File: src/rtl/common.sv
// Shared execute-stage types: M-extension op codes, mul/div FSM states and
// the decoded control bundle.
package common;

    typedef enum logic [2:0] {
        MUL    = 3'd0,
        MULH   = 3'd1,
        MULHSU = 3'd2,
        MULHU  = 3'd3,
        DIV    = 3'd4,
        DIVU   = 3'd5,
        REM    = 3'd6,
        REMU   = 3'd7
    } md_op_t;

    typedef enum logic [1:0] {
        IDLE = 2'd0,
        CALC = 2'd1,
        DONE = 2'd2
    } md_state_t;

    typedef struct packed {
        logic reg_write;
        logic mem_read;
        logic mem_write;
        logic branch;
        logic jump;
        logic alu_src;
        logic is_muldiv;
    } control_type;

endpackage

File: src/rtl/muldiv_sign_fix.sv
// Conditional two's-complement negate: magnitude of a signed operand on the
// way in, sign restore of a product/quotient/remainder on the way out.
module muldiv_sign_fix #(
    parameter int W = 32
) (
    input  logic [W-1:0] value,
    input  logic         neg,
    output logic [W-1:0] result
);

    assign result = neg ? (~value + W'(1)) : value;

endmodule

File: src/rtl/execute_muldiv_unit.sv
// Iterative RV32M multiply/divide for EX: shift-add multiply and restoring
// divide on magnitudes, one bit per cycle, stalling the pipe until done.
module execute_muldiv_unit
    import common::*;
#(
    parameter int XLEN  = 32,
    parameter int CNT_W = $clog2(XLEN) + 1
) (
    input  logic            clk,
    input  logic            reset_n,
    input  logic            in_valid,
    input  md_op_t          md_op,
    input  logic [XLEN-1:0] op_a,
    input  logic [XLEN-1:0] op_b,
    input  logic            flush,
    output logic            stall,
    output logic            out_valid,
    output logic [XLEN-1:0] result,
    output logic            busy
);

    localparam logic [XLEN-1:0] MIN_NEG =
        {1'b1, {(XLEN-1){1'b0}}};

    md_state_t        state_q;
    md_state_t        state_d;
    md_op_t           op_q;
    logic             a_neg_q;
    logic             b_neg_q;
    logic [XLEN-1:0]  b_q;
    logic [XLEN-1:0]  hi_q;
    logic [XLEN-1:0]  lo_q;
    logic [XLEN-1:0]  hi_d;
    logic [XLEN-1:0]  lo_d;
    logic [CNT_W-1:0] cnt_q;
    logic             out_valid_q;
    logic [XLEN-1:0]  result_q;

    logic             is_div;
    logic             signed_a;
    logic             signed_b;
    logic             a_neg;
    logic             b_neg;
    logic             div_zero;
    logic             div_ovf;
    logic             fast;
    logic             accept;
    logic             last_iter;
    logic [XLEN-1:0]  mag_a;
    logic [XLEN-1:0]  mag_b;
    logic [XLEN-1:0]  fast_res;
    logic [XLEN-1:0]  calc_res;

    logic [XLEN:0]    mul_sum;
    logic [XLEN:0]    div_sh;
    logic [XLEN:0]    div_diff;
    logic [2*XLEN-1:0] prod;
    logic [XLEN-1:0]  quo;
    logic [XLEN-1:0]  rem;

    assign is_div   = md_op inside {DIV, DIVU, REM, REMU};
    assign signed_a = md_op inside {MULH, MULHSU, DIV, REM};
    assign signed_b = md_op inside {MULH, DIV, REM};
    assign a_neg    = signed_a & op_a[XLEN-1];
    assign b_neg    = signed_b & op_b[XLEN-1];

    assign div_zero = is_div & (op_b == '0);
    assign div_ovf  = (md_op inside {DIV, REM})
                    & (op_a == MIN_NEG)
                    & (op_b == '1);
    assign fast     = div_zero | div_ovf;
    assign accept   = in_valid & ~flush;
    assign last_iter = (cnt_q == CNT_W'(XLEN - 1));

    muldiv_sign_fix #(.W(XLEN)) u_fix_a (
        .value  (op_a),
        .neg    (a_neg),
        .result (mag_a)
    );

    muldiv_sign_fix #(.W(XLEN)) u_fix_b (
        .value  (op_b),
        .neg    (b_neg),
        .result (mag_b)
    );

    always_comb begin
        fast_res = '0;
        if (div_zero) begin
            fast_res = (md_op inside {DIV, DIVU}) ? '1 : op_a;
        end else if (div_ovf) begin
            fast_res = (md_op == DIV) ? op_a : '0;
        end
    end

    always_comb begin
        state_d = state_q;
        unique case (state_q)
            IDLE: begin
                if (accept) begin
                    state_d = fast ? DONE : CALC;
                end
            end
            CALC: begin
                if (last_iter) begin
                    state_d = DONE;
                end
            end
            DONE:    state_d = IDLE;
            default: state_d = IDLE;
        endcase
        if (flush) begin
            state_d = IDLE;
        end
    end

    // hi:lo is the product accumulator or the remainder:quotient pair
    always_comb begin
        mul_sum  = {1'b0, hi_q}
                 + (lo_q[0] ? {1'b0, b_q} : '0);
        div_sh   = {hi_q, lo_q[XLEN-1]};
        div_diff = div_sh - {1'b0, b_q};
        hi_d     = hi_q;
        lo_d     = lo_q;
        if (op_q[2]) begin
            if (!div_diff[XLEN]) begin
                hi_d = div_diff[XLEN-1:0];
                lo_d = {lo_q[XLEN-2:0], 1'b1};
            end else begin
                hi_d = div_sh[XLEN-1:0];
                lo_d = {lo_q[XLEN-2:0], 1'b0};
            end
        end else begin
            hi_d = mul_sum[XLEN:1];
            lo_d = {mul_sum[0], lo_q[XLEN-1:1]};
        end
    end

    muldiv_sign_fix #(.W(2*XLEN)) u_fix_prod (
        .value  ({hi_d, lo_d}),
        .neg    (a_neg_q ^ b_neg_q),
        .result (prod)
    );

    muldiv_sign_fix #(.W(XLEN)) u_fix_quo (
        .value  (lo_d),
        .neg    (a_neg_q ^ b_neg_q),
        .result (quo)
    );

    muldiv_sign_fix #(.W(XLEN)) u_fix_rem (
        .value  (hi_d),
        .neg    (a_neg_q),
        .result (rem)
    );

    always_comb begin
        calc_res = '0;
        unique case (op_q)
            MUL:                  calc_res = prod[XLEN-1:0];
            MULH, MULHSU, MULHU:  calc_res = prod[2*XLEN-1:XLEN];
            DIV, DIVU:            calc_res = quo;
            REM, REMU:            calc_res = rem;
            default:              calc_res = '0;
        endcase
    end

    always_ff @(posedge clk or negedge reset_n) begin
        if (!reset_n) begin
            state_q     <= IDLE;
            op_q        <= MUL;
            a_neg_q     <= 1'b0;
            b_neg_q     <= 1'b0;
            b_q         <= '0;
            hi_q        <= '0;
            lo_q        <= '0;
            cnt_q       <= '0;
            out_valid_q <= 1'b0;
            result_q    <= '0;
        end else begin
            state_q     <= state_d;
            out_valid_q <= (state_d == DONE);
            if (state_d == DONE) begin
                result_q <= (state_q == IDLE) ? fast_res : calc_res;
            end
            if (state_q == IDLE && accept) begin
                op_q    <= md_op;
                a_neg_q <= a_neg;
                b_neg_q <= b_neg;
                b_q     <= mag_b;
                hi_q    <= '0;
                lo_q    <= mag_a;
                cnt_q   <= '0;
            end else if (state_q == CALC) begin
                hi_q  <= hi_d;
                lo_q  <= lo_d;
                cnt_q <= cnt_q + CNT_W'(1);
            end
        end
    end

    assign stall     = in_valid & ~out_valid_q & ~flush;
    assign out_valid = out_valid_q;
    assign result    = result_q;
    assign busy      = (state_q == CALC);

endmodule

File: config.mk
export PLATFORM = sky130hd
export DESIGN_NAME = execute_muldiv_unit
export DESIGN_NICKNAME = d
export VERILOG_FILES = /design/src/rtl/common.sv /design/src/rtl/muldiv_sign_fix.sv /design/src/rtl/execute_muldiv_unit.sv
export SDC_FILE = /design/constraint.sdc
export NUM_CORES = 1
export LEC_CHECK = 0
export CORE_MARGIN = 5
export CORE_UTILIZATION = 56
export CTS_CLUSTER_SIZE = 30
export DETAILED_ROUTE_END_ITERATION = 8
export PLACE_DENSITY = 0.79
export SYNTH_ARGS = -nofsm -noshare
export SYNTH_HDL_FRONTEND = slang
export SYNTH_SLANG_ARGS = --single-unit
File: constraint.sdc
create_clock -name clk -period 5.55 [get_ports clk]
set_clock_uncertainty 0.2 [all_clocks]
set_input_delay 0.555 -clock clk [delete_from_list [all_inputs] [get_ports clk]]
set_output_delay 0.555 -clock clk [all_outputs]
set_load 0.05 [all_outputs]
==> results of run 1 <==
worst paths after layout:
| kind | from | to | cells after the start |
|---|---|---|---|
| hold / removal | b_q[24]$_DFFE_PN0P_ | b_q[24]$_DFFE_PN0P_ | 2 |
| setup reg to reg | hi_q[24]$_DFFE_PN0P_ | result[7]$_DFFE_PN0P_ | 15 |
| setup / recovery | hi_q[24]$_DFFE_PN0P_ | result[7]$_DFFE_PN0P_ | 15 |
| min in group asynchronous | reset_n | lo_q[23]$_DFFE_PN0P_ | 2 |
| hold reg to reg | b_q[24]$_DFFE_PN0P_ | b_q[24]$_DFFE_PN0P_ | 2 |
| max in group asynchronous | reset_n | hi_q[4]$_DFFE_PN0P_ | 3 |
timing repair:
item	in CTS	in global routing
setup buffers	0	13
resized for setup	0	20
setup endpoints to repair	0	12
hold buffers	1	0
endpoints found under the hold margin	65	0
Yosys cell counts (20+ instances only):
cell type | count | area share
nor3_1 | 64 | 0.020
nand4_1 | 29 | 0.012
mux2i_1 | 41 | 0.026
dfrtp_1 | 142 | 0.23
xnor2_1 | 96 | 0.053
inv_1 | 73 | 0.017
o21ai_0 | 210 | 0.067
and3_1 | 24 | 0.0095
nor4_1 | 24 | 0.0095
and2_1 | 47 | 0.019
a21oi_1 | 173 | 0.055
o211ai_1 | 47 | 0.022
nand2b_1 | 26 | 0.010
ha_1 | 70 | 0.056
nand2_1 | 256 | 0.061
or3_1 | 20 | 0.0080
xor2_1 | 66 | 0.037
nand3_1 | 82 | 0.026
a31oi_1 | 39 | 0.016
clkbuf_1 | 86 | 0.021
nor2_1 | 168 | 0.040
o31ai_1 | 23 | 0.011
worst max-delay path, cell delays in order, from the launching register on:
cell	delay, ns
dfrtp_1	0.42
ha_1	0.37
a21o_1	0.24
a31oi_4	0.26
o2111ai_4	0.20
a211o_1	0.37
o211ai_2	0.18
buf_4	0.47
nor3_1	0.15
o31ai_1	0.83
nor3b_2	0.25
o21a_1	0.24
nor3_1	0.50
xor2_1	0.20
o21ai_0	0.32
nand3_1	0.12
cell type report:
type                            instances  area (um2)
Multi-Input combinational cell       1803       11510
Fill cell                            2530        9306
Sequential cell                       142        3557
Timing Repair Buffer                  231        2013
Tap cell                              378       473.0
Clock buffer                           17       425.4
Inverter                               74       277.8
Clock inverter                         15       222.7
sequential cells by signal, indices dropped and copies added (netlist names):
register,count
b_neg_q,1
cnt_q,6
result,32
state_q,2
hi_q,32
lo_q,32
op_q,3
b_q,32
a_neg_q,1
out_valid,1
power groups by stage:
stage / sequential [mW] / clock [mW] / combinational [mW]
5_1_grt: 1.56 / 1.38 / 7.03
6_report: 1.54 / 1.33 / 6.61
3_3_place_gp: 1.52 / 0 / 6.21
4_1_cts: 1.52 / 1.32 / 6.27
2_1_floorplan: 1.49 / 0 / 4.19
3_5_place_dp: 1.54 / 0 / 6.22
layer usage:
metal / global-route usage / part of all wire / vias up
met4: 0.1047 / 0.028 / 0
li1: - / - / 8106
met1: 0.5705 / 0.43 / 8412
met2: 0.5577 / 0.42 / 1139
met3: 0.1052 / 0.12 / 115
met5: 0 / 0 / -
stage by stage:
step           hold slack (ns)  utilization  area, um2  worst slack, ns  setup TNS, ns
6_report                0.2995       0.6650      18480           0.1040              0
5_1_grt                 0.3253       0.6650      18480         -0.02508       -0.02508
4_1_cts                 0.2957       0.6584      18290          0.03504              0
3_5_place_dp            0.2746       0.6348      17630          0.06931              0
3_3_place_gp            0.2676       0.6348      17630           0.2545              0
2_1_floorplan          0.05941            -      15740         0.005418              0
kinds of logic (layout without fill, tap and decap cells):
kind of cell | after synthesis | count (layout) | synth area share
AOI/OAI and AO/OA | 705 | 705 | 0.2883
xor gates and xnor gates | 162 | 162 | 0.09023
adders and majority gates | 72 | 72 | 0.05824
buffers and inverters | 191 | 337 | 0.05044
DFF | 142 | 142 | 0.2260
muxes | 47 | 47 | 0.03055
and+or+nand+nor | 817 | 817 | 0.2563
==> impl_metrics.ini, run 1 <==
[pwr]
vdd_drop_max_mv = 0.2776
switching_share = 0.5258
internal_power_mw = 4.495
power.leakage_nw = 7.463
p_per_area_nw_per_um2 = 513.0
p_sw_mw = 4.983
seqPwrFrac = 0.162
p_total_mw = 9.477
pwr-share-comb = 0.697
p_clk_frac = 0.140

[setup_path]
end_kind = register
crit_required_ns = 5.66
criticalPathCategory = register to register
crit_fanout = 37
reg2reg_slack_ns = 0.10
start_kind = register
arrival_ns = 5.56

[floorplan]
fp-row-count = 61
io-pin-count = 106
core_region_area_um2 = 27780
die_w_um = 177.6
die_area_um2 = 31530
fp.dieH_um = 177.6
start_util = 0.5660

[yosys]
seq_area_frac_synth = 0.2260
syn-num-nets = 2279
yosysWarnings = 0
synth_async_sr_flop_share = 1.000
syn_inst = 2136
synth-main-ff-cell = dfrtp_1
syn-cell-area_um2 = 15730
synthDistinctLibCells = 104
ys_seq_elements = 142
avgSynthCellArea_um2 = 7.362
synth_edf_count = 0

[route]
drtIter0Drc = 2591
dr_total_vias = 17770
viasPerCell = 6.681
avgRoutedWirePerCell_um = 23.63
first_pass_iters = 6
drc_errors = 0
finalWirelength_um = 62850
postRouteAntennaNets = 0

[global_routing]
grt_max_degree = 79
grt_pass1_vias = 16370
grt_remaining_overflow = 0
grt_antenna_before_repair = 0
grt_pass1_wl_um = 95170
grt_usage = 0.3873

[cells_and_area]
areaGrowthSynthToFinish_pct = 17.49
mostFrequentLayoutCell = nand2_1
antennaDiodeCount = 0
fin_nets = 2412
final_cells = 2660
layout_common_cells = 256 x nand2_1, 209 x o21ai_0, 167 x a21oi_1, 167 x nor2_1, 141 x dfrtp_1
drive_gt1_frac = 0.1039

[place]
dp_hpwl_um = 48790
place.gp.congestion = 1.026
port_buffers = 105
dp_cells = 2614

[sta]
relSlewSlack = 0.2769
rsz0062_at_grt = yes
fin_crit_sh = 0.9813
setup_violations = 0
worstMarginPinSlew_ns = 1.082
fmax_ghz = 0.1836
finalCriticalPeriod_ns = 5.446
slew_viol_final = 0
hold_violations = 0

[clock_network]
cts_made_buffers = 17
clk_pin_slew_ns = 0.08
cts_tree = yes
cts_htree_levels = 4
root_buffer = clkbuf_16
cts_buffer_depth = 2
clkSinkCount = 142
insertion_delay_ns = 0.44

[hold_path]
hold_class = register to register

[outcome]
status = completed

[flow_run]
maxCapViolations = 0
No activity file was read; power rests on OpenSTA's default activity.
==> run 2: changes to the inputs <==
--- a/config.mk
+++ b/config.mk
@@ -5,11 +5,13 @@
 export SDC_FILE = /design/constraint.sdc
 export NUM_CORES = 1
 export LEC_CHECK = 0
+export CELL_PAD_IN_SITES_DETAIL_PLACEMENT = 0
+export CELL_PAD_IN_SITES_GLOBAL_PLACEMENT = 1
 export CORE_MARGIN = 5
-export CORE_UTILIZATION = 56
+export CORE_UTILIZATION = 41
 export CTS_CLUSTER_SIZE = 30
 export DETAILED_ROUTE_END_ITERATION = 8
-export PLACE_DENSITY = 0.79
+export PLACE_DENSITY_LB_ADDON = 0.1
 export SYNTH_ARGS = -nofsm -noshare
 export SYNTH_HDL_FRONTEND = slang
 export SYNTH_SLANG_ARGS = --single-unit
==> constraint.sdc (replaced) <==
create_clock -name clk -period 5.55 [get_ports clk]
set_clock_uncertainty 0.2 [all_clocks]
set_input_delay 0.8325 -clock clk [delete_from_list [all_inputs] [get_ports clk]]
set_output_delay 0.8325 -clock clk [all_outputs]
set_load 0.05 [all_outputs]
==> impl_metrics.ini, run 2 (same netlist as run 1, synthesis figures left out) <==
[sta]
hold_violations = 0
relSlewSlack = 0.3132
slew_viol_final = 0
fin_crit_sh = 0.9644
finalCriticalPeriod_ns = 5.353
worstMarginPinSlew_ns = 1.028
fmax_ghz = 0.1868
setup_violations = 0

[pwr]
p_total_mw = 9.408
vdd_drop_max_mv = 0.3723
power.leakage_nw = 7.540
p_per_area_nw_per_um2 = 500.8

[place]
port_buffers = 105
placed_cell_area_um2 = 18040
place.gp.congestion = 1.006
dp_hpwl_um = 52420

[setup_path]
crit_required_ns = 5.74
start_kind = register
r2r-start = b_q[0]$_DFFE_PN0P_
criticalPathCategory = register to register
arrival_ns = 5.54
crit_fanout = 5
r2r-end = result[10]$_DFFE_PN0P_
ff2ff_path_depth = 22
reg2reg_slack_ns = 0.20
end_kind = register

[floorplan]
fp-row-count = 71
io-pin-count = 106
start_util = 0.4165
die_area_um2 = 42370
fp.dieH_um = 205.8
die_w_um = 205.8
core_region_area_um2 = 37760

[route]
dr_total_vias = 17360
drtIter0Drc = 1672
postRouteAntennaNets = 0
avgRoutedWirePerCell_um = 23.57
first_pass_iters = 6
finalWirelength_um = 66350
viasPerCell = 6.166
drc_errors = 0

[cells_and_area]
drive_gt1_frac = 0.1160
areaGrowthSynthToFinish_pct = 19.48
fin_nets = 2432
final_area_um2 = 18790
layout_common_cells = 254 x nand2_1, 209 x o21ai_0, 166 x a21oi_1, 166 x nor2_1, 144 x buf_4
mostFrequentLayoutCell = nand2_1

[clock_network]
clkSinkCount = 142
cts_buffer_depth = 2
cts_made_buffers = 17
cts_htree_levels = 4
postCtsHoldBufs = 0
insertion_delay_ns = 0.47
root_buffer = clkbuf_16
clk_pin_slew_ns = 0.07
cts_tree = yes

[flow_run]
maxCapViolations = 0

[global_routing]
grt_pass1_vias = 16600
grt_pass1_wl_um = 101900
grt_max_degree = 104
grt_usage = 0.3121
grt_remaining_overflow = 0
grt_antenna_before_repair = 1

[hold_path]
hold_class = input pin to asynchronous set/reset pin

[outcome]
status = completed
## run 2: how the worst max path moves through the flow
| stage | startpoint | end | slack, ns | cells past startpoint |
|---|---|---|---|---|
| floorplan | lo_q[31]$_DFFE_PN0P_ | result[10]$_DFFE_PN0P_ | 0.005 | 26 |
| global placement | b_q[17]$_DFFE_PN0P_ | result[24]$_DFFE_PN0P_ | 0.02 | 22 |
| detailed placement | hi_q[26]$_DFFE_PN0P_ | result[24]$_DFFE_PN0P_ | -0.13 | 21 |
| CTS | b_q[17]$_DFFE_PN0P_ | result[24]$_DFFE_PN0P_ | 0.02 | 22 |
| global route | b_q[25]$_DFFE_PN0P_ | result[10]$_DFFE_PN0P_ | -0.007 | 23 |
| finish | b_q[0]$_DFFE_PN0P_ | result[10]$_DFFE_PN0P_ | 0.20 | 22 |
## run 2: layout make-up
class,count,area [um2]
Antenna cell,2,5.005
Clock buffer,18,439.2
Clock inverter,14,157.7
Fill cell,3912,18970
Inverter,74,277.8
Multi-Input combinational cell,1803,11540
Sequential cell,142,3557
Tap cell,511,639.4
Timing Repair Buffer,251,2173
## run 2: per-stage QoR
| step | hold slack (ns) | TNS [ns] | util | setup slack, ns | cells |
|---|---|---|---|---|---|
| after global placement | 0.2746 | 0 | 0.4778 | 0.01635 | 2776 |
| after floorplan | 0.2525 | 0 | - | 0.005418 | 2136 |
| final | 0.1267 | 0 | 0.4976 | 0.1975 | 2815 |
| after global routing | 0.1786 | -0.006959 | 0.4975 | -0.006959 | 2813 |
| after detailed placement | 0.2707 | -0.1271 | 0.4778 | -0.1271 | 2776 |
| after CTS | 0.1393 | 0 | 0.4943 | 0.02172 | 2808 |
## run 2: power breakdown
group	switching, mW	leakage [nW]	internal (mW)
logic	4.10	5.48	2.57
clock network	0.536	0.283	0.679
registers	0.262	1.78	1.25
## run 2: repair_timing
item / 4_1_cts / 5_1_grt
resized for setup: 4 / 24
endpoints found under the setup margin: 2 / 13
pin swaps: 0 / 9
setup buffers: 0 / 5
## run 2: critical path, stage by stage (launching register included)
cell and delay (ns):
dfrtp_1 0.40, ha_1 0.22, inv_1 0.07, fa_2 0.23, a211oi_2 0.09, o211ai_2 0.31, nand4_4 0.18, a21bo_4 0.29
a211oi_4 0.28, mux2i_2 0.13, a21oi_2 0.16, ha_2 0.25, nand2_1 0.06, inv_1 0.11, o211ai_1 0.11, a2111oi_2 0.31
a311oi_1 0.11, or2_1 0.29, or4_4 0.47, a32o_1 0.26, or3_1 0.33, and3_1 0.18, o31ai_2 0.20
## run 2: metal layers
metal	track usage	wire length [um]	vias to the layer above
met4	0.08341	1559	0
met5	0	0	-
met2	0.4575	28430	696
met3	0.07597	5663	84
li1	-	-	8140
met1	0.4578	30700	8436
==> run 3: changes to the inputs <==
--- a/config.mk
+++ b/config.mk
@@ -5,6 +5,7 @@
 export SDC_FILE = /design/constraint.sdc
 export NUM_CORES = 1
 export LEC_CHECK = 0
+export CAP_MARGIN = 30
 export CELL_PAD_IN_SITES_DETAIL_PLACEMENT = 0
 export CELL_PAD_IN_SITES_GLOBAL_PLACEMENT = 1
 export CORE_MARGIN = 5
==> results of run 3 <==
No change in the layout: final DEF, timing and power equal those of run 2.
==> variant: new RTL, flow settings as in run 1 <==
Reset style: synchronous (`reset_n`), changed in one clocked block.
--- a/src/rtl/execute_muldiv_unit.sv
+++ b/src/rtl/execute_muldiv_unit.sv
@@ -167,3 +167,3 @@
 
-    always_ff @(posedge clk or negedge reset_n) begin
+    always_ff @(posedge clk) begin
         if (!reset_n) begin
Behaviour: differs if reset_n is asserted again (counterexample within 4 cycles, from zero or initial values and one cycle with reset_n low); with reset_n held inactive, the same outputs for 10 cycles.
==> variant against run 1 <==
- cell area shrank 2.8%
- sequential cell count is the same
- synthesized area shrank 2.2%
- critical path depth grew 9
- wire length grew 7.3%
- sequential share of layout area shrank 3.4 points
- fmax grew 1.1%
- worst setup slack gained 0.058 ns
- first-iteration DRC count grew 18%
Power is not compared: it rests on default switching activity, and its combinational part moved more than twofold at a synthesized area within 25%.
==> variant: results <==
export IMPL_status="completed"
export IMPL_r2r_end="result[28]"
export IMPL_hold_path_end="b_q[0]"
export IMPL_fillers=2468
export IMPL_synth_area_leaders="dfxtp_1, nor2_1, a21oi_1, xnor2_1, ha_1"
export IMPL_synth_mux_area_frac=0.02571
export IMPL_dp_hpwl_um=51670
export IMPL_grt_pass1_wl_um=99880
export IMPL_yosysUniqueCellTypes=88
export IMPL_slowest_stage="or4_4"
export IMPL_num_nonclk_buffers=224
export IMPL_synth_compound_area_frac=0.3132
export IMPL_seq_share=0.1585
export IMPL_synth_commonest_cells="nor2_1, nand2_1, a21oi_1"
export IMPL_drt_pass1_iterations=7
export IMPL_critical_path_max_stage_delay_ns=0.54
export IMPL_wl_per_cell_um=25.17
export IMPL_grt_pass1_vias=17130
export IMPL_antenna_found_initial=3
export IMPL_timing_hold_ws_ns=0.2831
export IMPL_synthAdderAreaFrac=0.05955
export IMPL_gp_congestion=1.121
export IMPL_grt_use_total=0.4144
export IMPL_r2r_slack_ns=0.16
export IMPL_drive_gt1_frac=0.09324
export IMPL_timing_max_slew_rel_slack=0.1315
export IMPL_grt_start_max_net_pins=98
export IMPL_seq_cell_count=142
export IMPL_multi_input_area_share=0.6596
export IMPL_timing_rr_start="lo_q[31]"
export IMPL_synth_flop_cell="dfxtp_1"
variant: cell types whose count changed in the layout (fill, tap and decap cells not counted), moves of 48 or more:
| cell | delta |
|---|---|
| dfrtp_1 | -141 |
| dfxtp_1 | +141 |
| nor2_1 | +105 |
| a211oi_1 | +74 |
| o21ai_0 | -62 |
| nand2_1 | -48 |
variant: stage by stage:
step	cell area (sq um)	power (mW)	setup slack, ns	utilization
after floorplan	15410	2.017	0.001572	-
after global placement	17280	2.507	0.1348	0.6395
after detailed placement	17280	2.523	0.01126	0.6395
after CTS	17880	3.727	0.06211	0.6618
after global routing	17950	3.934	-0.04738	0.6643
final	17950	3.826	0.1624	0.6643
variant: layer usage:
metal | wire length, um | global-route usage
met1 | 26090 | 0.5543
met5 | 14 | 0
met2 | 27410 | 0.5960
met3 | 11170 | 0.1774
met4 | 2748 | 0.1452
variant: where the power goes:
group	total, mW	internal [mW]	switching (mW)
Sequential	1.14	1.07	0.0688
Clock	1.23	0.661	0.565
Combinational	1.46	0.519	0.942
Total	3.83	2.25	1.58
